==> src/rtl/johnson_counter.sv <==
`default_nettype none
// +--------------------------------------------------------------------------+
// | johnson_counter: WIDTH-bit twisted-ring counter with phase decode, wrap   |
// | pulse and one-clock recovery from illegal codes.       Revision: 1.0      |
// +--------------------------------------------------------------------------+
module johnson_counter #(
  parameter  int WIDTH = 4,
  localparam int PW    = $clog2(2*WIDTH)
) (
  input  logic               clk,
  input  logic               rst,
  input  logic               en,
  input  logic               up,
  input  logic               clr,
  input  logic               load,
  input  logic [WIDTH-1:0]   load_val,
  output logic [WIDTH-1:0]   count,
  output logic [PW-1:0]      phase,
  output logic [2*WIDTH-1:0] phase_oh,
  output logic               wrap,
  output logic               illegal
);

  localparam int            PWE        = PW + 1;
  localparam logic [PW:0]   CYCLE_LEN  = PWE'(2*WIDTH);
  localparam logic [PW-1:0] LAST_PHASE = PW'(2*WIDTH-1);

  logic [PW:0]      ones;
  logic [PW:0]      edges;
  logic [WIDTH-1:0] step_fwd;
  logic [WIDTH-1:0] step_rev;
  logic [WIDTH-1:0] count_nxt;
  logic             wrap_nxt;

  // A legal Johnson code has at most one 0/1 boundary between adjacent bits.
  always_comb begin
    ones  = '0;
    edges = '0;
    for (int i = 0; i < WIDTH; i++)
      ones = ones + {{PW{1'b0}}, count[i]};
    for (int i = 0; i < WIDTH-1; i++)
      edges = edges + {{PW{1'b0}}, count[i] ^ count[i+1]};
  end

  assign illegal = (edges > PWE'(1));

  always_comb begin
    phase = '0;
    if (!illegal) begin
      if (count[WIDTH-1])
        phase = PW'(CYCLE_LEN - ones);
      else
        phase = ones[PW-1:0];
    end
  end

  always_comb begin
    phase_oh = '0;
    for (int k = 0; k < 2*WIDTH; k++)
      phase_oh[k] = !illegal && (phase == PW'(k));
  end

  assign step_fwd = {count[WIDTH-2:0], ~count[WIDTH-1]};
  assign step_rev = {~count[0], count[WIDTH-1:1]};

  always_comb begin
    count_nxt = count;
    wrap_nxt  = 1'b0;
    if (clr) begin
      count_nxt = '0;
    end else if (load) begin
      count_nxt = load_val;
    end else if (illegal) begin
      count_nxt = '0;
    end else if (en) begin
      count_nxt = up ? step_fwd : step_rev;
      wrap_nxt  = up ? (phase == LAST_PHASE) : (phase == '0);
    end
  end

  always_ff @(posedge clk or negedge rst) begin
    if (!rst) begin
      count <= '0;
      wrap  <= 1'b0;
    end else begin
      count <= count_nxt;
      wrap  <= wrap_nxt;
    end
  end

endmodule
`default_nettype wire

==> config.mk <==
export PLATFORM = sky130hd
export DESIGN_NAME = johnson_counter
export DESIGN_NICKNAME = d
export VERILOG_FILES = /design/src/rtl/johnson_counter.sv
export SDC_FILE = /design/constraint.sdc
export NUM_CORES = 1
export LEC_CHECK = 0
export CORE_MARGIN = 5
export CORE_UTILIZATION = 37
export DETAILED_ROUTE_END_ITERATION = 10
export PLACE_DENSITY = 0.88
export SLEW_MARGIN = 20
export SYNTH_ARGS = -nofsm -noshare
export SYNTH_HDL_FRONTEND = slang
export SYNTH_SLANG_ARGS = --single-unit
==> constraint.sdc <==
create_clock -name clk -period 3.82 [get_ports clk]
set_input_delay 0.764 -clock clk [delete_from_list [all_inputs] [get_ports clk]]
set_output_delay 0.764 -clock clk [all_outputs]
set_load 0.02 [all_outputs]
==> summary.md <==
| Metric | Value |
|---|---|
| Reg2Reg Depth | `9` |
| Cell types with the largest area share after synthesis | `dfrtp_1, ha_1, o21ai_0, nand2_1, mux2i_1` |
| Remaining routing DRC violations | `0` |
| Maximum number of pins on one net before global-route repair | `9` |
| Clk_lat worst skew | `0.24 ns` |
| Sum Neg Setup Slack | `0 ns` |
| Fraction of synthesized cell area taken by the top area cell type | `24.4%` |
| CTS max path bufs | `2` |
| Type of element capturing the critical path | `output pin` |
| Initial antenna violation count | `0` |
| Type of the most critical hold path | `in2async` |
| Cell area reported after detailed placement | `810 sq um` |
| Result of the run | `completed` |
| Die boundary width | `47.2 um` |
| Power Internal | `186 uW` |
| Total inserted antenna cells | `0` |
| Average wire length per cell after detail routing | `13.7 um` |
| Initial standard-cell utilization of the core | `39.3%` |
| Number of clock sinks seen by CTS | `5` |
| Minimum clock period | `3.71 ns` |
| Slew HR | `74.9%` |
| Clock share of power | `18.7%` |
| Total of buffers placed on input and output ports | `26` |
| Startpoint class of the critical path | `register` |
| Placed wire-length estimate | `1260 um` |
| Count of synthesis-stage warnings from yosys | `0` |
| Leakage power of the design | `0.000461 uW` |
| Net switching fraction of the power | `43.9%` |
| Number of global-route vias before repair | `589` |
| Final cell area excluding filler cells | `842 sq um` |
| Initial DRC Count | `7` |
| Area Overhead vs Synth | `64.5%` |
| Final wirelength | `1530 um` |
| Count of standard-cell rows | `13` |
| Worst setup path category | `reg2out` |
| Top achievable clock speed | `270 MHz` |
| Hold_buf cts | `0` |
| Max Slew Vio Count | `0` |
| Critical path arrival | `2.94 ns` |
| Most frequent cell on the critical path | `ha_1` |
| Iteration count of the initial detailed-routing pass | `4` |
| Distinct cell type count of the synthesized netlist | `22` |
| Summed instance area of the synthesized netlist | `512 sq um` |
| Number of synthesized register bits | `5` |
| Overall track demand over capacity in global routing | `16.1%` |
| Share of final-layout standard cells stronger than drive strength 1 | `13.4%` |
| Die extent in y | `47.2 um` |
| Crit-path max cell delay | `0.49 ns` |
| Cell at the root of the clock tree | `clkbuf_4` |
| Critical-path cell list | `fa_1 > ha_1 > ha_1 > inv_1 > ha_1 > nand2_1 > o21ai_0 > or2_2 > nor3_1 > dlygate4sd1_1` |
| Reg2reg start | `count[0]` |
| Placed Instances | `108` |
| Number of antenna-violating nets in the routed design | `0` |
| Gp weighted congestion | `0.709` |
| Clock input transition at the sequential cells of the worst setup and hold paths | `0.04 ns` |
| Share of power burned in registers | `18.8%` |
| TritonCTS Buffers | `3` |
| Crit path required time | `3.06 ns` |
| Final Hold Fails | `0` |
| Full die area | `0.00223 sq mm` |
| Mean area per synthesized cell | `7.75 sq um` |
| Ratio of routed vias to standard cells | `5.01` |
| RSZ-0062 raised after global routing | `yes` |
| First-pass GRT wire length | `2460 um` |
| H-tree depth | `1` |
| Sequential-to-total area share from yosys stat | `24.4%` |
| Largest fanout on the critical path | `4` |
| Global-route congestion overflow total | `0` |
| Count of boundary I/O pins | `27` |
| Core area | `0.00130 sq mm` |
| P per Cell Area | `392 mW/mm^2` |
| Critical R2R Capture | `wrap` |
| Measured slew at the worst slew-check pin | `0.373 ns` |
| Overall via count from detail_route | `561` |
| Part of the power in combinational logic | `62.5%` |
| Start point of the critical path | `count[0]` |
| Setup slack on the worst flop-to-flop path | `1.13 ns` |
| Synthesized netlist net count | `82` |
| Switching component of the power | `145 uW` |
| Worst Clk Skew | `0.000122 ns` |
| Max_cap viols | `0` |
| Number of failing setup endpoints in the final timing report | `0` |
| Number of nets at the end of the flow | `114` |
| Maximum vdd drop | `0.268 mV` |
| Portion of the clock cycle consumed by the worst path in the final layout | `97.0%` |
| Post-Synthesis Cells | `66` |
| Non-filler instance count after layout | `112` |
| Post-synthesis cell type with the largest combined area | `dfrtp_1` |
| CTS tree | `built` |
| Cell with the biggest individual delay on the critical path | `fa_1` |
cells by family (layout without fill, tap and decap cells):
kind of cell | count (synthesis) | in the layout | synth area share (%)
AND/OR/NAND/NOR | 30 | 30 | 28.9
buffers and inverters | 7 | 38 | 5.13
XOR/XNOR | 4 | 4 | 6.85
flip-flops | 5 | 5 | 24.4
multiplexers | 3 | 3 | 5.87
adder cells (fa/ha/maj) | 6 | 6 | 16.1
AO/OA/AOI/OAI | 11 | 11 | 12.7
sequential cells by signal (all words and copies together) (netlist names):
signal  count
count       4
wrap        1
layer usage:
metal	vias up	part of all wire (%)	GRT usage (%)
li1	281	-	-
met1	261	40	17.7
met2	19	56	30.1
met3	0	4.4	1.15
met4	0	0	8.84
met5	-	0	0
synth_stat cells (all sizes together):
| cell type | n |
|---|---|
| a211oi | 1 |
| a21o | 1 |
| buf | 1 |
| clkbuf | 2 |
| dfrtp | 5 |
| fa | 1 |
| ha | 5 |
| inv | 4 |
| mux2i | 3 |
| nand2 | 10 |
| nand2b | 4 |
| nand3 | 1 |
| nand4 | 1 |
| nor2 | 6 |
| nor2b | 1 |
| nor3 | 4 |
| o21ai | 9 |
| or2 | 1 |
| or3 | 1 |
| or4 | 1 |
| xnor2 | 1 |
| xor2 | 3 |
how the worst max path moves through the flow:
stage	end	slack [ns]	cells after the start
after floorplan	phase_oh[0]	0.21	9
after global placement	phase_oh[0]	0.16	10
after detailed placement	phase_oh[4]	0.01	10
after CTS	phase_oh[4]	0.03	10
after global routing	phase_oh[4]	-0.003	10
final	phase_oh[0]	0.11	10
metrics by stage:
step	power (uW)	hold WS [ns]	utilization, %	setup slack [ns]
after floorplan	181	0.468	-	0.208
after global placement	270	0.734	62.2	0.161
after detailed placement	279	0.768	62.2	0.0122
after CTS	336	0.733	64.6	0.0349
after global routing	353	0.745	64.7	-0.00254
final	330	0.742	64.7	0.115
power by group through the flow:
stage	Combinational (uW)	Clock, uW	Sequential [uW]
after floorplan	111	0	69.9
after CTS	208	66.1	62.0
after global placement	208	0	62.1
after detailed placement	217	0	62.8
after global routing	223	67.3	62.9
final	207	61.9	62.0
critical path, delay by kind of cell (launching register included):
kind,cells,cell delay [ns]
simple gates,3,0.55
buf+inv,2,0.39
flops,1,0.40
fa+ha+maj,4,1.22
compound gates,1,0.15
final cells by class:
| class | instances | area [sq um] |
|---|---|---|
| multi-input cells | 54 | 375 |
| well taps | 15 | 18.8 |
| inverters | 4 | 15.0 |
| clock buffers | 4 | 26.3 |
| fillers | 125 | 459 |
| flip-flops and latches | 5 | 125 |
| repair buffers | 30 | 282 |
layout by cell type (no fill, tap or decap):
master	Yosys	final
clkbuf_4	0	3
or2_2	1	1
nor2_1	6	6
dlymetal6s2s_1	0	2
xor2_2	0	1
nor3_1	4	4
nand3_1	1	1
a211oi_2	1	1
a21o_1	1	1
nand4_1	1	1
dlygate4sd1_1	0	1
xor2_1	3	2
clkbuf_2	0	1
dfrtp_1	5	5
clkdlybuf4s50_1	0	16
mux2i_1	3	3
fa_1	1	1
nor2b_1	1	1
clkbuf_1	2	1
ha_1	5	5
xnor2_2	0	1
buf_4	0	4
nand2b_1	4	4
inv_1	4	4
or3_4	1	1
nand2_1	10	10
dlygate4sd2_1	0	6
o21ai_0	9	9
or4_1	1	1
repair_timing:
action / CTS / global route
setup endpoints to repair: 8 / 4
buffers inserted: 0 / 0
gates resized for setup: 10 / 7
No activity file was read; power rests on OpenSTA's default activity.
